File: src/rtl/riscv_pkg.sv
`default_nettype none
// ============================================================================
// Module      : riscv_pkg
// Description : Shared opcode/funct3 constants, LSU state encoding and
//               load/store legality and lane helpers for the softcore.
// Revision    : 1.0 - initial release
// ============================================================================
package riscv_pkg;

    localparam logic [6:0] c_OPC_LOAD  = 7'b0000011;
    localparam logic [6:0] c_OPC_STORE = 7'b0100011;

    localparam logic [2:0] c_F3_LB  = 3'b000;
    localparam logic [2:0] c_F3_LH  = 3'b001;
    localparam logic [2:0] c_F3_LW  = 3'b010;
    localparam logic [2:0] c_F3_LBU = 3'b100;
    localparam logic [2:0] c_F3_LHU = 3'b101;
    localparam logic [2:0] c_F3_SB  = 3'b000;
    localparam logic [2:0] c_F3_SH  = 3'b001;
    localparam logic [2:0] c_F3_SW  = 3'b010;

    localparam logic [1:0] c_SIZE_B = 2'b00;
    localparam logic [1:0] c_SIZE_H = 2'b01;
    localparam logic [1:0] c_SIZE_W = 2'b10;

    typedef enum logic [1:0] {
        LSU_IDLE   = 2'd0,
        LSU_REQ    = 2'd1,
        LSU_WAIT_R = 2'd2,
        LSU_DONE   = 2'd3
    } lsu_state_e;

    // Size code 11 never exists; unsigned store variants are rejected too.
    function automatic logic access_legal(input logic       is_store,
                                          input logic [2:0] funct3,
                                          input logic [1:0] offset);
        logic ok;
        case (funct3[1:0])
            c_SIZE_B: ok = 1'b1;
            c_SIZE_H: ok = ~offset[0];
            c_SIZE_W: ok = (offset == 2'b00);
            default:  ok = 1'b0;
        endcase
        return ok & ~(is_store & funct3[2]);
    endfunction

    function automatic logic [3:0] store_be(input logic [1:0] size,
                                            input logic [1:0] offset);
        logic [3:0] be;
        case (size)
            c_SIZE_B: be = 4'b0001 << offset;
            c_SIZE_H: be = 4'b0011 << offset;
            default:  be = 4'b1111;
        endcase
        return be;
    endfunction

    function automatic logic [31:0] store_data(input logic [1:0]  size,
                                               input logic [31:0] wdata);
        logic [31:0] d;
        case (size)
            c_SIZE_B: d = {4{wdata[7:0]}};
            c_SIZE_H: d = {2{wdata[15:0]}};
            default:  d = wdata;
        endcase
        return d;
    endfunction

endpackage
`default_nettype wire

File: src/rtl/lsu_load_align.sv
`default_nettype none
// ============================================================================
// Module      : lsu_load_align
// Description : Selects the addressed byte/halfword of a read word and
//               sign- or zero-extends it to 32 bits.
// Revision    : 1.0 - initial release
// ============================================================================
module lsu_load_align
    import riscv_pkg::*;
(
    input  logic [31:0] word_i,
    input  logic [1:0]  offset_i,
    input  logic [2:0]  funct3_i,
    output logic [31:0] value_o
);

    logic [31:0] w_shifted;
    logic        w_signed;

    always_comb begin
        w_shifted = word_i >> {offset_i, 3'b000};
        w_signed  = ~funct3_i[2];
        value_o   = word_i;
        case (funct3_i[1:0])
            c_SIZE_B: value_o = {{24{w_signed & w_shifted[7]}},  w_shifted[7:0]};
            c_SIZE_H: value_o = {{16{w_signed & w_shifted[15]}}, w_shifted[15:0]};
            default:  value_o = word_i;
        endcase
    end

endmodule
`default_nettype wire

File: src/rtl/load_store_unit.sv
`default_nettype none
// ============================================================================
// Module      : load_store_unit
// Description : MEM-stage load/store unit driving a single-port req/gnt data
//               bus, with lane alignment, load extension and access checks.
// Revision    : 1.0 - initial release
// ============================================================================
module load_store_unit
    import riscv_pkg::*;
(
    input  logic        clk_i,
    input  logic        rst_i,
    input  logic        mem_read_i,
    input  logic        mem_write_i,
    input  logic [2:0]  funct3_i,
    input  logic [31:0] addr_i,
    input  logic [31:0] wdata_i,
    output logic        stall_o,
    output logic [31:0] rdata_o,
    output logic        rdata_valid_o,
    output logic        misaligned_o,
    output logic        bus_req_o,
    output logic        bus_we_o,
    output logic [31:0] bus_addr_o,
    output logic [31:0] bus_wdata_o,
    output logic [3:0]  bus_be_o,
    input  logic        bus_gnt_i,
    input  logic        bus_rvalid_i,
    input  logic [31:0] bus_rdata_i
);

    lsu_state_e  state_q, state_d;
    logic [1:0]  offset_q, offset_d;
    logic [2:0]  funct3_q, funct3_d;
    logic        store_q, store_d;
    logic        bus_req_q, bus_req_d;
    logic        bus_we_q, bus_we_d;
    logic [31:0] bus_addr_q, bus_addr_d;
    logic [31:0] bus_wdata_q, bus_wdata_d;
    logic [3:0]  bus_be_q, bus_be_d;
    logic [31:0] rdata_q, rdata_d;
    logic        rdata_valid_q, rdata_valid_d;
    logic        misaligned_q, misaligned_d;

    logic        w_access;
    logic        w_is_store;
    logic        w_legal;
    logic [31:0] w_load_value;

    assign w_access   = mem_read_i | mem_write_i;
    assign w_is_store = mem_write_i;
    assign w_legal    = access_legal(w_is_store, funct3_i, addr_i[1:0]);

    lsu_load_align u_load_align (
        .word_i   (bus_rdata_i),
        .offset_i (offset_q),
        .funct3_i (funct3_q),
        .value_o  (w_load_value)
    );

    always_comb begin
        state_d       = state_q;
        offset_d      = offset_q;
        funct3_d      = funct3_q;
        store_d       = store_q;
        bus_req_d     = bus_req_q;
        bus_we_d      = bus_we_q;
        bus_addr_d    = bus_addr_q;
        bus_wdata_d   = bus_wdata_q;
        bus_be_d      = bus_be_q;
        rdata_d       = rdata_q;
        rdata_valid_d = 1'b0;
        misaligned_d  = 1'b0;
        stall_o       = 1'b0;

        case (state_q)
            LSU_IDLE: begin
                if (w_access) begin
                    if (w_legal) begin
                        stall_o     = 1'b1;
                        offset_d    = addr_i[1:0];
                        funct3_d    = funct3_i;
                        store_d     = w_is_store;
                        bus_req_d   = 1'b1;
                        bus_we_d    = w_is_store;
                        bus_addr_d  = {addr_i[31:2], 2'b00};
                        bus_wdata_d = store_data(funct3_i[1:0], wdata_i);
                        bus_be_d    = w_is_store ? store_be(funct3_i[1:0], addr_i[1:0]) : 4'b0000;
                        state_d     = LSU_REQ;
                    end else begin
                        misaligned_d = 1'b1;
                    end
                end
            end
            LSU_REQ: begin
                stall_o = 1'b1;
                if (bus_gnt_i) begin
                    bus_req_d = 1'b0;
                    state_d   = store_q ? LSU_DONE : LSU_WAIT_R;
                end
            end
            LSU_WAIT_R: begin
                stall_o = 1'b1;
                if (bus_rvalid_i) begin
                    rdata_d       = w_load_value;
                    rdata_valid_d = 1'b1;
                    state_d       = LSU_DONE;
                end
            end
            // Inputs are still the completed instruction here; never re-sample them.
            LSU_DONE: begin
                state_d = LSU_IDLE;
            end
            default: begin
                state_d = LSU_IDLE;
            end
        endcase
    end

    always_ff @(posedge clk_i or posedge rst_i) begin
        if (rst_i) begin
            state_q       <= LSU_IDLE;
            offset_q      <= 2'b00;
            funct3_q      <= 3'b000;
            store_q       <= 1'b0;
            bus_req_q     <= 1'b0;
            bus_we_q      <= 1'b0;
            bus_addr_q    <= 32'h0;
            bus_wdata_q   <= 32'h0;
            bus_be_q      <= 4'b0000;
            rdata_q       <= 32'h0;
            rdata_valid_q <= 1'b0;
            misaligned_q  <= 1'b0;
        end else begin
            state_q       <= state_d;
            offset_q      <= offset_d;
            funct3_q      <= funct3_d;
            store_q       <= store_d;
            bus_req_q     <= bus_req_d;
            bus_we_q      <= bus_we_d;
            bus_addr_q    <= bus_addr_d;
            bus_wdata_q   <= bus_wdata_d;
            bus_be_q      <= bus_be_d;
            rdata_q       <= rdata_d;
            rdata_valid_q <= rdata_valid_d;
            misaligned_q  <= misaligned_d;
        end
    end

    assign rdata_o       = rdata_q;
    assign rdata_valid_o = rdata_valid_q;
    assign misaligned_o  = misaligned_q;
    assign bus_req_o     = bus_req_q;
    assign bus_we_o      = bus_we_q;
    assign bus_addr_o    = bus_addr_q;
    assign bus_wdata_o   = bus_wdata_q;
    assign bus_be_o      = bus_be_q;

endmodule
`default_nettype wire

File: config.mk
export PLATFORM = sky130hd
export DESIGN_NAME = load_store_unit
export DESIGN_NICKNAME = d
export VERILOG_FILES = /design/src/rtl/riscv_pkg.sv /design/src/rtl/lsu_load_align.sv /design/src/rtl/load_store_unit.sv
export SDC_FILE = /design/constraint.sdc
export NUM_CORES = 1
export LEC_CHECK = 0
export ABC_CLOCK_PERIOD_IN_PS = 5470
export CORE_UTILIZATION = 30
export DETAILED_ROUTE_END_ITERATION = 16
export HOLD_SLACK_MARGIN = 0.08
export SYNTH_ARGS = -nofsm -noshare
export SYNTH_HDL_FRONTEND = slang
export SYNTH_SLANG_ARGS = --single-unit
File: constraint.sdc
create_clock -name clk_i -period 5.47 [get_ports clk_i]
set_input_delay 1.641 -clock clk_i [delete_from_list [all_inputs] [get_ports clk_i]]
set_output_delay 1.641 -clock clk_i [all_outputs]
set_load 0.05 [all_outputs]
==> out/metrics.cfg <==
[status]
outcome=finished, final reports clean

[worst_setup_path]
r2r_slack_ns=3.01
slowest_stage=clkdlybuf4s50_1
path_max_fanout=7
cp_top_family=buffers and inverters
path_depth=5
worst-path-buf-inv=2
worst_setup_path_end_kind=primary output
r2r-start=offset_q[1]$_DFFE_PP0P_
critical_path_class=in -> out
crit_required_ns=3.83
start_kind=primary input
crit_chain=clkdlybuf4s50_1 -> a21oi_2 -> o211ai_4 -> a21oi_1 -> buf_4
startpoint=addr_i[0]
arrival_ns=3.10
slowest_delay_ns=0.57
r2r-end=rdata_o[26]$_DFFE_PP0P_
r2r_cells=4

[clocking]
cts_buffers=9
post_cts_buffers=0
root_buffer=clkbuf_16
cts_buffer_depth=2
clock_sink_count=109
ctsHtreeMaxLevel=3
clk_latency_ns=0.35
cts_resized=0
hold_buffers=0
clkSlewWorstSetupHoldPaths_ns=0.07
tritoncts=done

[hold_path]
hold_depth=2
hold_end=rdata_o[1]$_DFFE_PP0P_
hold_path_class=reg -> reg
hp-start=rdata_o[1]$_DFFE_PP0P_

[grt]
track_usage=0.179
grt_pass1_vias=4493
overflow=0
antenna_found_initial=0
grt_max_degree=98
grt_pass1_wl_um=24400

[sta]
hold_viol=0
worstMarginPinSlew_ns=1.10
setup_violations=0
slew_headroom=0.266
fmax_ghz=0.211
finClkSkew_ns=0.00915
fin_crit_ns=4.75
final.period_utilization=0.868
setup_ws_ns=0.725
rsz0062_at_grt=false
finalMaxSlewViolations=0
timing.setup.tns_ns=0

[synth]
synthArstFlopShare=1.00
yosys.area.top_type_share=0.536
synthTopCellsByArea=dfrtp_1 (54%), mux2i_1 (7.3%), mux2_1 (5.5%)
ys_seq_area_frac=0.536
ys_seq_elements=109
synth-edff-count=0
syn_area_sq_um=5090
synthFlopType=dfrtp_1
synth_cells=478
ys_types=39
syn_avg_cell_area_sq_um=10.6
synth_top_cell_by_area=dfrtp_1
yosys_warnings=0

[route]
vias_per_cell=4.85
post_drt_wl_per_cell_um=17.2
drc_errors=0
drtPass1Iterations=5
postRouteAntennaNets=0
wl_um=15400
vias=4342
drt_iter0_markers=149

[floorplan]
die_h_um=132
core_sq_um=16600
fp-row-count=47
io_pins=210
die_x_um=132
start_util=0.307
die_area_sq_um=17500

[job]
maxCapViolCount=0

[place]
dp_slack_ns=0.735
hpwl_um=11200
numPortBuffers=207
gp_congestion=0.854
place_area_sq_um=7320

[final_layout]
antenna_cells=0
areaGrowthSynthToFinish_pct=49.6
final_common_cell=clkdlybuf4s50_1
final_cell_mix=clkdlybuf4s50_1 (206), dfrtp_1 (109), nand2_1 (53), o21ai_0 (52), mux2i_1 (37)
design_area_sq_um=7610
drive_above_1_share=0.0726
final_util=0.459
fin_nets=780
n_fill_cell=1593

[power]
p_leak_nw=3.26
power_mw=5.14
vdd_ir_drop_max_v=0.000352
powerDensity_nw_per_um2=675

state kept, by name, indices dropped and copies added (netlist names):
| signal | count |
|---|---|
| state_q | 2 |
| rdata_valid_o | 1 |
| bus_we_o | 1 |
| bus_req_o | 1 |
| bus_be_o | 4 |
| bus_wdata_o | 32 |
| funct3_q | 3 |
| offset_q | 2 |
| bus_addr_o | 30 |
| misaligned_o | 1 |
| rdata_o | 32 |
synth_stat cells (2+ instances only):
cell type    n
o21ai_1      4
buf_2       10
buf_4        8
inv_1        8
clkbuf_1    14
mux2_1      25
o211ai_2     2
nand3_1     13
nand3b_1     3
a21o_1       2
nor2b_1      5
nand2b_1     6
a22o_1       6
o21ai_0     52
a22oi_1      7
dfrtp_1    109
o21a_1       2
nand2_1     53
ha_1         5
nor2_1      36
mux2_2      18
nor3_1       2
mux2i_1     37
a21oi_1     36
layer usage:
layer	vias up	global-route usage	part of all wire	wire [um]
li1	2047	-	-	-
met1	2090	0.220	0.42	6450
met2	195	0.292	0.47	7240
met3	10	0.0677	0.10	1580
met4	0	0.0556	0.0082	126
met5	-	0	0	0
cells by family (layout without fill, tap and decap cells):
family,after synthesis,count (layout),synth area share
adders and majority gates,5,5,0.0123
other,1,2,0.000737
and+or+nand+nor,121,121,0.104
DFF,109,109,0.536
buffers and inverters,41,237,0.0386
AOI/OAI and AO/OA,121,121,0.140
muxes,80,80,0.168
where the power goes:
part | internal, mW | switching (mW) | leakage [nW] | total [mW]
logic | 1.04 | 1.96 | 1.79 | 3.00
registers | 1.20 | 0.306 | 1.32 | 1.50
clock network | 0.325 | 0.312 | 0.143 | 0.637
total | 2.56 | 2.57 | 3.26 | 5.14
worst min-delay path: cells and delay by family (launching register included):
family,cells,cell delay (ns)
DFF,1,0.34
and+or+nand+nor,1,0.05
AOI/OAI and AO/OA,1,0.06
layout make-up:
type | count | area [sq um] | share of cell area
Clock buffer | 10 | 239 | 0.0314
Timing Repair Buffer | 213 | 2110 | 0.278
Sequential cell | 109 | 2730 | 0.358
Clock inverter | 6 | 45.0 | 0.00592
Tap cell | 220 | 275 | 0.0362
Multi-Input combinational cell | 329 | 2170 | 0.286
Inverter | 8 | 32.5 | 0.00428
worst max path at each step:
| stage | end | slack [ns] |
|---|---|---|
| 2_1_floorplan | stall_o | 0.49 |
| 6_report | stall_o | 0.72 |
| 3_3_place_gp | stall_o | 0.82 |
| 3_5_place_dp | stall_o | 0.74 |
| 4_1_cts | stall_o | 0.73 |
| 5_1_grt | stall_o | 0.63 |
per-stage QoR:
step,hold WS (ns),cells
2_1_floorplan,0.504,479
3_3_place_gp,0.462,879
3_5_place_dp,0.470,879
4_1_cts,0.486,895
5_1_grt,0.511,895
6_report,0.480,895
Note: power is estimated with default switching activity, not from simulation.
